<file path="src/rtl/led_pkg.sv">
// Shared types and counter-width helpers for the LED output driver.
package led_pkg;

  typedef enum logic [1:0] {
    OFF   = 2'd0,
    ON    = 2'd1,
    BLINK = 2'd2,
    BURST = 2'd3
  } led_mode_e;

  typedef enum logic [1:0] {
    IDLE   = 2'd0,
    ON_PH  = 2'd1,
    OFF_PH = 2'd2
  } led_state_e;

  // Counter width for values 0..n-1, never narrower than one bit.
  function automatic int unsigned cnt_w(input int unsigned n);
    return (n <= 2) ? 1 : $clog2(n);
  endfunction

  function automatic int unsigned phase_w(input int unsigned on_t, input int unsigned off_t);
    return cnt_w(((on_t > off_t) ? on_t : off_t) + 1);
  endfunction

endpackage

</file>
<file path="src/rtl/led_tick_gen.sv">
// Timebase prescaler: counts 0..TICK_DIV-1 while enabled and flags the wrap cycle.
module led_tick_gen
  import led_pkg::*;
#(
  parameter int unsigned TICK_DIV = 50000
) (
  input  logic clk_i,
  input  logic rst_ni,
  input  logic clr_i,
  input  logic en_i,
  output logic tick_o
);

  localparam int unsigned PW = cnt_w(TICK_DIV);
  localparam logic [PW-1:0] LAST = PW'(TICK_DIV - 1);

  logic [PW-1:0] cnt_q, cnt_d;

  assign tick_o = en_i && (cnt_q == LAST);

  always_comb begin
    cnt_d = cnt_q;
    if (clr_i) begin
      cnt_d = '0;
    end else if (en_i) begin
      cnt_d = (cnt_q == LAST) ? '0 : cnt_q + PW'(1);
    end
  end

  always_ff @(posedge clk_i or negedge rst_ni) begin
    if (!rst_ni) begin
      cnt_q <= '0;
    end else begin
      cnt_q <= cnt_d;
    end
  end

endmodule

</file>
<file path="src/rtl/led_driver.sv">
// LED pattern driver: off, steady on, continuous blink, or counted flash burst.
module led_driver
  import led_pkg::*;
#(
  parameter int unsigned TICK_DIV  = 50000,
  parameter int unsigned ON_TICKS  = 100,
  parameter int unsigned OFF_TICKS = 100,
  parameter int unsigned CNT_W     = 4
) (
  input  logic             clk_i,
  input  logic             rst_ni,
  input  logic [1:0]       mode_i,
  input  logic             evt_i,
  input  logic [CNT_W-1:0] count_i,
  output logic             led_o,
  output logic             busy_o,
  output logic             done_o
);

  localparam int unsigned PHW = phase_w(ON_TICKS, OFF_TICKS);
  localparam logic [PHW-1:0] ON_LAST  = PHW'(ON_TICKS - 1);
  localparam logic [PHW-1:0] OFF_LAST = PHW'(OFF_TICKS - 1);

  led_state_e       state_q, state_d;
  logic [PHW-1:0]   ph_q, ph_d;
  logic [CNT_W-1:0] rem_q, rem_d;
  logic [1:0]       mode_q;
  logic             led_q, led_d;
  logic             busy_q, busy_d;
  logic             done_q, done_d;

  led_mode_e      mode;
  logic           abort;
  logic           tick;
  logic           phase_end;
  logic [PHW-1:0] ph_last;

  assign mode      = led_mode_e'(mode_i);
  assign abort     = (mode_i != mode_q);
  assign ph_last   = (state_q == ON_PH) ? ON_LAST : OFF_LAST;
  assign phase_end = tick && (ph_q == ph_last);

  // Prescaler sits at zero whenever no sequence is running or one is being aborted.
  led_tick_gen #(
    .TICK_DIV (TICK_DIV)
  ) u_tick (
    .clk_i  (clk_i),
    .rst_ni (rst_ni),
    .clr_i  (abort || (state_q == IDLE)),
    .en_i   (state_q != IDLE),
    .tick_o (tick)
  );

  always_comb begin
    state_d = state_q;
    ph_d    = ph_q;
    rem_d   = rem_q;
    done_d  = 1'b0;
    if (abort || (mode == OFF) || (mode == ON)) begin
      state_d = IDLE;
      ph_d    = '0;
      rem_d   = '0;
    end else begin
      case (state_q)
        IDLE: begin
          ph_d = '0;
          if (mode == BLINK) begin
            state_d = ON_PH;
          end else if (evt_i && (count_i != '0) && !done_q) begin
            // done_q blocks a retrigger in the completion cycle itself.
            state_d = ON_PH;
            rem_d   = count_i;
          end
        end
        ON_PH: begin
          if (tick) ph_d = ph_q + PHW'(1);
          if (phase_end) begin
            ph_d    = '0;
            state_d = OFF_PH;
          end
        end
        OFF_PH: begin
          if (tick) ph_d = ph_q + PHW'(1);
          if (phase_end) begin
            ph_d    = '0;
            state_d = ON_PH;
            if (mode == BURST) begin
              rem_d = rem_q - CNT_W'(1);
              if (rem_q == CNT_W'(1)) begin
                state_d = IDLE;
                done_d  = 1'b1;
              end
            end
          end
        end
        default: begin
          state_d = IDLE;
          ph_d    = '0;
          rem_d   = '0;
        end
      endcase
    end
    // Outputs derive from the next state so they change on the same edge as the FSM.
    led_d  = (state_d == ON_PH) || (mode == ON);
    busy_d = (state_d != IDLE);
  end

  always_ff @(posedge clk_i or negedge rst_ni) begin
    if (!rst_ni) begin
      state_q <= IDLE;
      ph_q    <= '0;
      rem_q   <= '0;
      mode_q  <= 2'd0;
      led_q   <= 1'b0;
      busy_q  <= 1'b0;
      done_q  <= 1'b0;
    end else begin
      state_q <= state_d;
      ph_q    <= ph_d;
      rem_q   <= rem_d;
      mode_q  <= mode_i;
      led_q   <= led_d;
      busy_q  <= busy_d;
      done_q  <= done_d;
    end
  end

  assign led_o  = led_q;
  assign busy_o = busy_q;
  assign done_o = done_q;

endmodule

</file>
<file path="config.mk">
export PLATFORM = sky130hd
export DESIGN_NAME = led_driver
export DESIGN_NICKNAME = d
export VERILOG_FILES = /design/src/rtl/led_pkg.sv /design/src/rtl/led_tick_gen.sv /design/src/rtl/led_driver.sv
export SDC_FILE = /design/constraint.sdc
export NUM_CORES = 1
export LEC_CHECK = 0
export BUFFER_PORTS_ARGS = -buffer_cell sky130_fd_sc_hd__buf_2
export CAP_MARGIN = 20
export CORE_UTILIZATION = 30
export CTS_CLUSTER_SIZE = 14
export DETAILED_ROUTE_END_ITERATION = 8
export HOLD_SLACK_MARGIN = 0.05
export PLACE_DENSITY_LB_ADDON = 0.2
export SYNTH_ARGS = -nofsm -noshare
export SYNTH_HDL_FRONTEND = slang
export SYNTH_SLANG_ARGS = --single-unit
</file>
<file path="constraint.sdc">
create_clock -name clk_i -period 1.94 [get_ports clk_i]
set_input_delay 0.388 -clock clk_i [delete_from_list [all_inputs] [get_ports clk_i]]
set_output_delay 0.388 -clock clk_i [all_outputs]
set_load 0.01 [all_outputs]
</file>
==> results of run 1 <==
## metal layers
layer  wire, um  part of all wire  track usage
met5          0                 0            0
met4         42            0.0099       0.0509
met1       2160              0.51        0.205
met2       1930              0.46        0.215
met3         83             0.020       0.0311
## worst paths after layout
path / slack, ns / start / endpoint / depth (start not counted)
min in group clk_i: 0.35 / mode_i[0] / mode_q[0] / 2
worst max register to register: 0.04 / u_tick.cnt_q[10] / led_o / 5
max in group asynchronous: 1.50 / rst_ni / ph_q[2] / 2
worst max-delay path: 0.04 / u_tick.cnt_q[10] / led_o / 5
worst min-delay path: 0.13 / rst_ni / u_tick.cnt_q[1] / 2
worst min register to register: 0.52 / u_tick.cnt_q[0] / u_tick.cnt_q[0] / 2
## cell families (layout without fill, tap and decap cells)
family | after synthesis | in the layout
fa+ha+maj | 8 | 8
xor+xnor | 22 | 22
buf+inv | 14 | 65
flops | 34 | 34
simple gates | 87 | 87
mux | 1 | 1
compound gates | 28 | 28
## cells in the mapped netlist, types with 2 or more instances
library cell / instances
nor3_1: 8
nand2_1: 12
dfrtp_1: 34
o21ai_0: 2
nor4b_2: 2
a221oi_1: 2
clkbuf_1: 4
and3_1: 3
inv_1: 9
and4_1: 3
xor2_1: 12
nand2b_1: 2
nor2_1: 26
nor4_1: 3
xnor2_1: 10
ha_1: 8
a21boi_0: 2
nand3_1: 8
a21oi_1: 6
nor2b_1: 2
nand4_1: 6
or3_1: 3
## worst max-delay path, delay by kind of cell, from the launching register on
| family | cells | cell delay, ns |
|---|---|---|
| AND/OR/NAND/NOR | 3 | 1.15 |
| flip-flops | 1 | 0.41 |
| AO/OA/AOI/OAI | 2 | 0.26 |
## where the power goes
group / switching (mW) / internal, mW / leakage [nW] / total (mW)
logic: 0.0672 / 0.0513 / 0.532 / 0.119
clock network: 0.246 / 0.286 / 0.0482 / 0.532
registers: 0.00489 / 0.717 / 0.468 / 0.722
total: 0.318 / 1.05 / 1.05 / 1.37
## flip-flops by register name, indices dropped and copies added (netlist names)
signal / cells
mode_q: 2
ph_q: 7
state_q: 2
done_o: 1
busy_o: 1
led_o: 1
u_tick.cnt_q: 16
rem_q: 4
## per-stage QoR
step / worst slack (ns) / power, mW / setup TNS [ns]
after floorplan: 0.0900 / 0.787 / 0
after global placement: -0.0272 / 0.847 / -0.0291
after detailed placement: -0.0340 / 0.847 / -0.0857
after CTS: -0.0233 / 1.40 / -0.0436
after global routing: -0.0516 / 1.44 / -0.0875
final: 0.0404 / 1.37 / 0
## what timing repair did
item,in CTS,in global routing
gates resized for setup,4,12
hold buffers,0,0
setup buffers,0,2
pin swaps,5,6
endpoints found under the hold margin,0,0
endpoints found under the setup margin,9,7
## layout make-up
type                       instances  area, um^2  share of cell area
inverter                           9        33.8              0.0135
clock buffer                       7        86.3              0.0346
clock inverter                     1        5.00             0.00201
tap                               75        93.8              0.0376
timing repair buffer              48         349               0.140
sequential                        34         851               0.341
multi-input combinational        146        1080               0.431
==> results.toml, run 1 <==
[critical_path]
worstPathRequired_ns = 2.14
cp_slowest_cell = "or4b_4"
worst_setup_path_start_kind = "flip-flop"
worstSetupEndpointType = "flip-flop"
path_max_fanout = 3
crit_chain = "or4b_4 -> nor4b_4 -> and4_4 -> a211oi_4 -> o31ai_2"
cpPeakStageDelay_ns = 0.53
crit_arrival_ns = 2.10
crit_type = "reg2reg"

[synth]
async_reset_ff_frac = 1.00
syn_area_per_cell_um2 = 9.85
synth.top_cell.area_share = 0.445
ys_seq_area_frac = 0.445
synth-seq-cells = 34
synth_nets = 211
ys_types = 49
synth-compound-area-share = 0.113
synthXorXnorAreaFrac = 0.101
synth_fa_ha_area_frac = 0.0524
synthMuxAreaShare = 0.00524
ys.flop_type = "dfrtp_1"
synth_top_cell_by_area = "dfrtp_1"
synthesis.area_mm2 = 0.00191
synth_edf_count = 0
yosys_warnings = 0
synthSimpleGateAreaFrac = 0.255
syn_inst = 194
synth_top_family_by_area = "simple AND/OR/NAND/NOR gates"
synth.area.top_cells = "dfrtp_1 45%, xor2_1 5.5%, ha_1 5.2%"

[global_routing]
antenna_found_initial = 0
grt_usage = 0.144
grt_first_pass_wirelength_mm = 7.21
grt_pass1_vias = 1501
grt_max_degree = 35
grt_remaining_overflow = 0

[routing]
drc_errors = 0
drtIter0Drc = 67
via_count = 1557
dr.pass1.iters = 4
vias_per_cell = 4.87
wl_mm = 4.22
routedWlPerCell_um = 13.2
postRouteAntennaNets = 0

[place]
dpl_cell_area_mm2 = 0.00231
place.gp.congestion = 0.759
numPortBuffers = 11
dp_cells = 310
place_hpwl_mm = 3.12

[floorplan]
fp-row-count = 28
dieHeight_um = 81.8
ioPinCount = 12
die_w_um = 81.8
die_area_mm2 = 0.00669
start_util = 0.317
core-area_mm2 = 0.00603

[timing]
whs_ns = 0.132
fin_skew_ns = 0.00899
max_freq_mhz = 526
hold_viol = 0
slew_viol_final = 0
worst_pin_slew_ns = 0.428
grt_setup_unrepaired = "yes"
min_period_over_period = 0.979
min_period_ns = 1.90
max_slew_margin = 0.714
setup_viol = 0

[finish]
areaGrowthSynthToFinish_pct = 30.6
final_common_cell = "buf_4"
fin_util = 0.414
layout_common_cells = "35 x buf_4, 34 x dfrtp_1, 26 x nor2_1"
drive_above_1_share = 0.298
stdcell_area_mm2 = 0.00249
final_nets = 261
n_antenna_cell = 0
nFillCells = 614
final_cells = 320

[clocking]
cts.sinks = 34
root_buffer = "clkbuf_8"
htreeDepth = 2
cts_made_buffers = 5
cts.clk_slew.worst_paths_ns = 0.07
cts_tree = "done"
clockBufferDepth = 2
clk_latency_ns = 0.28

[worst_hold_path]
min_path_type = "in2async"

[status]
outcome = "completed"

[power_and_ir_drop]
p_leak_nw = 1.05
powerDensity_mw_per_mm2 = 550
vdd_drop_max_mv = 0.476

[flow_run]
drv_cap = 0
Power figures use the tool's default switching activity.
==> run 2: changes to the inputs <==
--- a/config.mk
+++ b/config.mk
@@ -14,4 +14,5 @@
 export PLACE_DENSITY_LB_ADDON = 0.2
 export SYNTH_ARGS = -nofsm -noshare
 export SYNTH_HDL_FRONTEND = slang
+export SYNTH_HIERARCHICAL = 1
 export SYNTH_SLANG_ARGS = --single-unit
==> run 2 against run 1 <==
  * The run now ends with setup timing left
  * Register-to-register slack got worse by 0.05 ns
  * Sequential power is essentially flat
  * Clock skew about the same
  * Wire length up 28%
  * Hold slack improved by 0.25 ns
  * Power rose by 3.7%
  * Die area rose by 15%
  * Clock power grew 0.8%
  * Maximum frequency down 2.6%
  * Clock-buffer cell count shrank 1
  * Final cell count increased by 18%
  * Sequential share of layout area is 4.4 points lower
==> results.toml, run 2 <==
[timing]
layout_setup_ws_ns = -0.00945
whs_ns = 0.382
max_freq_mhz = 513
slew_viol_final = 0
worst_pin_slew_ns = 0.451
min_period_over_period = 1.00
grt_setup_unrepaired = "yes"
fin_tns_setup_ns = -0.00945
min_period_ns = 1.95
hold_viol = 0
fin_skew_ns = 0.00888
setup_viol = 1
max_slew_margin = 0.699

[synth]
ys_seq_area_frac = 0.387
synth.top_cell.area_share = 0.387
yosys_warnings = 6
synthesis.area_mm2 = 0.00220
synth.most_common_cell = "dfrtp_1"
syn_area_per_cell_um2 = 9.82
synth.area.top_cells = "dfrtp_1 39%, nor2_1 4.6%, ha_1 4.6%"
ys_top_cells_by_count = "34 x dfrtp_1, 27 x nor2_1, 17 x nand2_1, 11 x a21oi_1"
async_reset_ff_frac = 1.00
synth_top_cell_by_area = "dfrtp_1"
synth_edf_count = 0
syn_inst = 224
synth_nets = 241
synth-seq-cells = 34
ys.flop_type = "dfrtp_1"
ys_types = 67

[clocking]
clockBufferDepth = 2
htreeDepth = 2
cts.sinks = 34
cts_tree = "done"
post_cts_buffers = 0
clk_latency_ns = 0.28
root_buffer = "clkbuf_8"
cts.clk_slew.worst_paths_ns = 0.08
cts_made_buffers = 5

[finish]
final_common_cell = "buf_4"
fin_util = 0.413
final_nets = 298
stdcell_area_mm2 = 0.00287
top_register = "u_tick/cnt_q"
drive_above_1_share = 0.350
layout_common_cells = "43 x buf_4, 34 x dfrtp_1, 26 x nor2_1"
areaGrowthSynthToFinish_pct = 30.4
n_antenna_cell = 0
reg_top3 = "u_tick/cnt_q: 16 flops, ph_q: 7 flops, rem_q: 4 flops"
largest_reg_flops = 16

[floorplan]
ioPinCount = 12
die_area_mm2 = 0.00768
die_w_um = 87.6
fp-row-count = 30
start_util = 0.317
core-area_mm2 = 0.00694
dieHeight_um = 87.6

[place]
place_hpwl_mm = 4.08
place.gp.congestion = 0.844
numPortBuffers = 11
dpl_cell_area_mm2 = 0.00274

[critical_path]
worstPathRequired_ns = 2.09
crit_type = "reg2reg"
path_max_fanout = 5
crit_arrival_ns = 2.10
worstSetupEndpointType = "flip-flop"
ff2ff_path_depth = 7
worst_setup_path_start_kind = "flip-flop"

[routing]
wl_mm = 5.41
routedWlPerCell_um = 14.4
via_count = 1916
vias_per_cell = 5.10
drc_errors = 0
dr.pass1.iters = 4
postRouteAntennaNets = 0
drtIter0Drc = 63

[status]
outcome = "finished with violations"
violations = "setup timing"

[power_and_ir_drop]
power_mw = 1.42
powerDensity_mw_per_mm2 = 496
vdd_drop_max_mv = 0.193
p_leak_nw = 1.21

[global_routing]
antenna_found_initial = 0
grt_pass1_vias = 1834
grt_max_degree = 19
grt_remaining_overflow = 0
grt_first_pass_wirelength_mm = 9.22
grt_usage = 0.158

[flow_run]
drv_cap = 0

[worst_hold_path]
holdPathStages = 2
min_path_type = "in2reg"
run 2: where the power goes:
part / internal, mW / total (mW) / switching [mW]
registers: 0.716 / 0.722 / 0.00518
logic: 0.0703 / 0.165 / 0.0947
clock network: 0.274 / 0.536 / 0.262
total: 1.06 / 1.42 / 0.362
run 2: area by class of cell:
cell class	instances	area, um^2
Clock buffer	6	82.6
Inverter	10	40.0
Fill cell	703	4080
Tap cell	96	120
Sequential cell	34	851
Multi-Input combinational cell	174	1370
Timing Repair Buffer	56	408
run 2: worst paths after layout:
path                                   from              end  slack, ns
hold reg to reg                     ph_q[6]          ph_q[6]       0.50
min in group asynchronous            rst_ni           busy_o       0.58
setup reg to reg           u_tick/cnt_q[10]         rem_q[2]     -0.009
setup / recovery           u_tick/cnt_q[10]         rem_q[2]     -0.009
hold / removal                    mode_i[1]        mode_q[1]       0.38
max in group asynchronous            rst_ni  u_tick/cnt_q[7]       0.90
run 2: per-stage QoR:
step / cells / setup slack [ns]
floorplan: 224 / -0.0670
global placement: 369 / -0.0641
detailed placement: 369 / -0.0942
CTS: 376 / -0.0398
global route: 376 / -0.121
finish: 376 / -0.00945
run 2: what timing repair did:
action                                  CTS  global route
pin swaps                                 5             1
endpoints found under the setup margin   11            13
hold buffers                              1             0
resized for setup                         3             4
endpoints found under the hold margin     4             0
run 2: kinds of logic (layout without fill, tap and decap cells):
kind of cell	count (synthesis)	count (layout)	synth area share
flip-flops	34	34	0.387
XOR/XNOR	11	11	0.0472
adder cells (fa/ha/maj)	8	8	0.0455
multiplexers	2	2	0.00967
buffers and inverters	16	72	0.0330
AND/OR/NAND/NOR	102	102	0.281
AO/OA/AOI/OAI	51	51	0.197
run 2: layer usage:
layer / global-route usage / share of wire / routed length [um]
met3: 0.0377 / 0.029 / 157
met4: 0.0581 / 0.011 / 60
met2: 0.234 / 0.44 / 2400
met5: 0 / 0 / 0
met1: 0.223 / 0.52 / 2790
run 2: critical path: stages, from the launching register on:
cell       delay, ns
dfrtp_1         0.41
nor4b_4         0.37
nand4_4         0.15
nor2_4          0.11
and3b_2         0.28
a31oi_4         0.14
a2111oi_4       0.30
nor4b_1         0.08
==> run 3: changes to the inputs <==
--- a/config.mk
+++ b/config.mk
@@ -7,7 +7,7 @@
 export LEC_CHECK = 0
 export BUFFER_PORTS_ARGS = -buffer_cell sky130_fd_sc_hd__buf_2
 export CAP_MARGIN = 20
-export CORE_UTILIZATION = 30
+export CORE_UTILIZATION = 55
 export CTS_CLUSTER_SIZE = 14
 export DETAILED_ROUTE_END_ITERATION = 8
 export HOLD_SLACK_MARGIN = 0.05
==> run 3 against run 2 <==
  * Setup slack lost 0.18 ns
  * The run still ends with setup timing left
  * Critical path type unchanged
  * Final cell count shrank 13%
  * Hold slack lost 0.20 ns
==> results.toml, run 3 (synthesized netlist as in run 2, its figures left out) <==
[status]
outcome = "finished with violations"
violations = "setup timing"

[critical_path]
worstSetupEndpointType = "flip-flop"
crit_family = "simple AND/OR/NAND/NOR gates"
worstPathRequired_ns = 2.08
worst_setup_path_start_kind = "flip-flop"
cp_slowest_cell = "dfrtp_1"
crit_chain = "nor4b_4 -> nand4_4 -> nor2_4 -> and3b_2 -> a31o_4 -> nor2_1 -> nor4b_1"
crit_type = "reg2reg"
r2r_start = "u_tick/cnt_q[7]"
path_max_fanout = 5
ff2ff_path_depth = 7
r2r_setup_slack_ns = -0.19
cpPeakStageDelay_ns = 0.42
crit_arrival_ns = 2.27
worst_r2r_endpoint = "rem_q[2]"
path_buf_inv = 0

[power_and_ir_drop]
powerDensity_mw_per_mm2 = 508
power_mw = 1.42
vdd_drop_max_mv = 0.306
p_leak_nw = 1.21

[place]
place.gp.congestion = 0.831
numPortBuffers = 11
dpl_worst_slack_ns = -0.113
place_hpwl_mm = 3.69

[clocking]
cts_tree = "done"
root_buffer = "clkbuf_8"
clk_latency_ns = 0.28
cts.clk_slew.worst_paths_ns = 0.07
cts_made_buffers = 5
clockBufferDepth = 2
hold_buffers = 0
htreeDepth = 2
cts.sinks = 34

[timing]
layout_setup_ws_ns = -0.190
fin_skew_ns = 0.00581
worst_pin_slew_ns = 0.778
whs_ns = 0.186
min_period_ns = 2.13
fin_tns_setup_ns = -0.649
slew_viol_final = 0
grt_setup_unrepaired = "yes"
max_freq_mhz = 469
min_period_over_period = 1.10
hold_viol = 0
setup_viol = 9
max_slew_margin = 0.481

[finish]
drive_above_1_share = 0.355
n_antenna_cell = 0
top_register = "u_tick/cnt_q"
final_common_cell = "buf_4"
largest_reg_flops = 16
final_nets = 295
reg_top3 = "u_tick/cnt_q: 16 flops, ph_q: 7 flops, rem_q: 4 flops"
layout_common_cells = "41 x buf_4, 34 x dfrtp_1, 26 x nor2_1"
areaGrowthSynthToFinish_pct = 27.1

[floorplan]
start_util = 0.588
die_w_um = 65.2
die_area_mm2 = 0.00426
dieHeight_um = 65.2
fp-row-count = 22
core-area_mm2 = 0.00374
ioPinCount = 12

[flow_run]
drv_cap = 0

[routing]
wl_mm = 5.23
postRouteAntennaNets = 0
vias_per_cell = 6.04
drc_errors = 0
drtIter0Drc = 249
routedWlPerCell_um = 16.0
dr.pass1.iters = 4
via_count = 1974

[global_routing]
grt_usage = 0.261
antenna_found_initial = 0
grt_remaining_overflow = 0
grt_max_degree = 35
grt_first_pass_wirelength_mm = 8.50
grt_pass1_vias = 1814

[worst_hold_path]
min_path_type = "in2async"
-- run 3: report_power, final --
group	leakage [nW]	switching, mW	internal [mW]
clock network	0.0482	0.254	0.286
logic	0.693	0.0946	0.0633
registers	0.468	0.00624	0.717
-- run 3: final cells by class --
cell class / instances / area (um^2)
Fill cell: 263 / 947
Timing Repair Buffer: 53 / 374
Tap cell: 48 / 60.1
Multi-Input combinational cell: 174 / 1380
Clock inverter: 1 / 5.00
Sequential cell: 34 / 851
Clock buffer: 7 / 86.3
Inverter: 10 / 40.0
-- run 3: worst max-delay path by stage --
stage	slack, ns	start	end	cells after the start
4_1_cts	-0.09	u_tick/cnt_q[10]	rem_q[2]	7
5_1_grt	-0.26	u_tick/cnt_q[7]	rem_q[2]	7
3_5_place_dp	-0.11	u_tick/cnt_q[10]	rem_q[2]	7
2_1_floorplan	-0.07	u_tick/cnt_q[10]	led_o	8
3_3_place_gp	-0.05	u_tick/cnt_q[10]	led_o	7
6_report	-0.19	u_tick/cnt_q[7]	rem_q[2]	7
-- run 3: metrics by stage --
stage | area (um^2) | instances | utilization
6_report | 2800 | 327 | 0.747
5_1_grt | 2800 | 327 | 0.747
4_1_cts | 2720 | 324 | 0.726
3_5_place_dp | 2630 | 316 | 0.701
3_3_place_gp | 2630 | 316 | 0.701
2_1_floorplan | 2270 | 224 | -
-- run 3: worst register-to-register path, stage by stage (launching register included) --
cell,delay (ns)
dfrtp_1,0.42
nor4b_4,0.39
nand4_4,0.16
nor2_4,0.11
and3b_2,0.28
a31o_4,0.20
nor2_1,0.05
nor4b_1,0.39
-- run 3: metal layers --
layer / global-route usage / vias to the layer above / part of all wire
met5: 0 / - / 0
met2: 0.389 / 74 / 0.46
met3: 0.0521 / 5 / 0.052
met1: 0.383 / 940 / 0.49
met4: 0.0679 / 0 / 0.0065
li1: - / 955 / -
-- run 3: timing repair --
item	4_1_cts	5_1_grt
gates cloned	0	0
buffers inserted	0	3
hold endpoints to repair	0	0
resized for setup	1	10
pin swaps	0	7
endpoints found under the setup margin	12	19
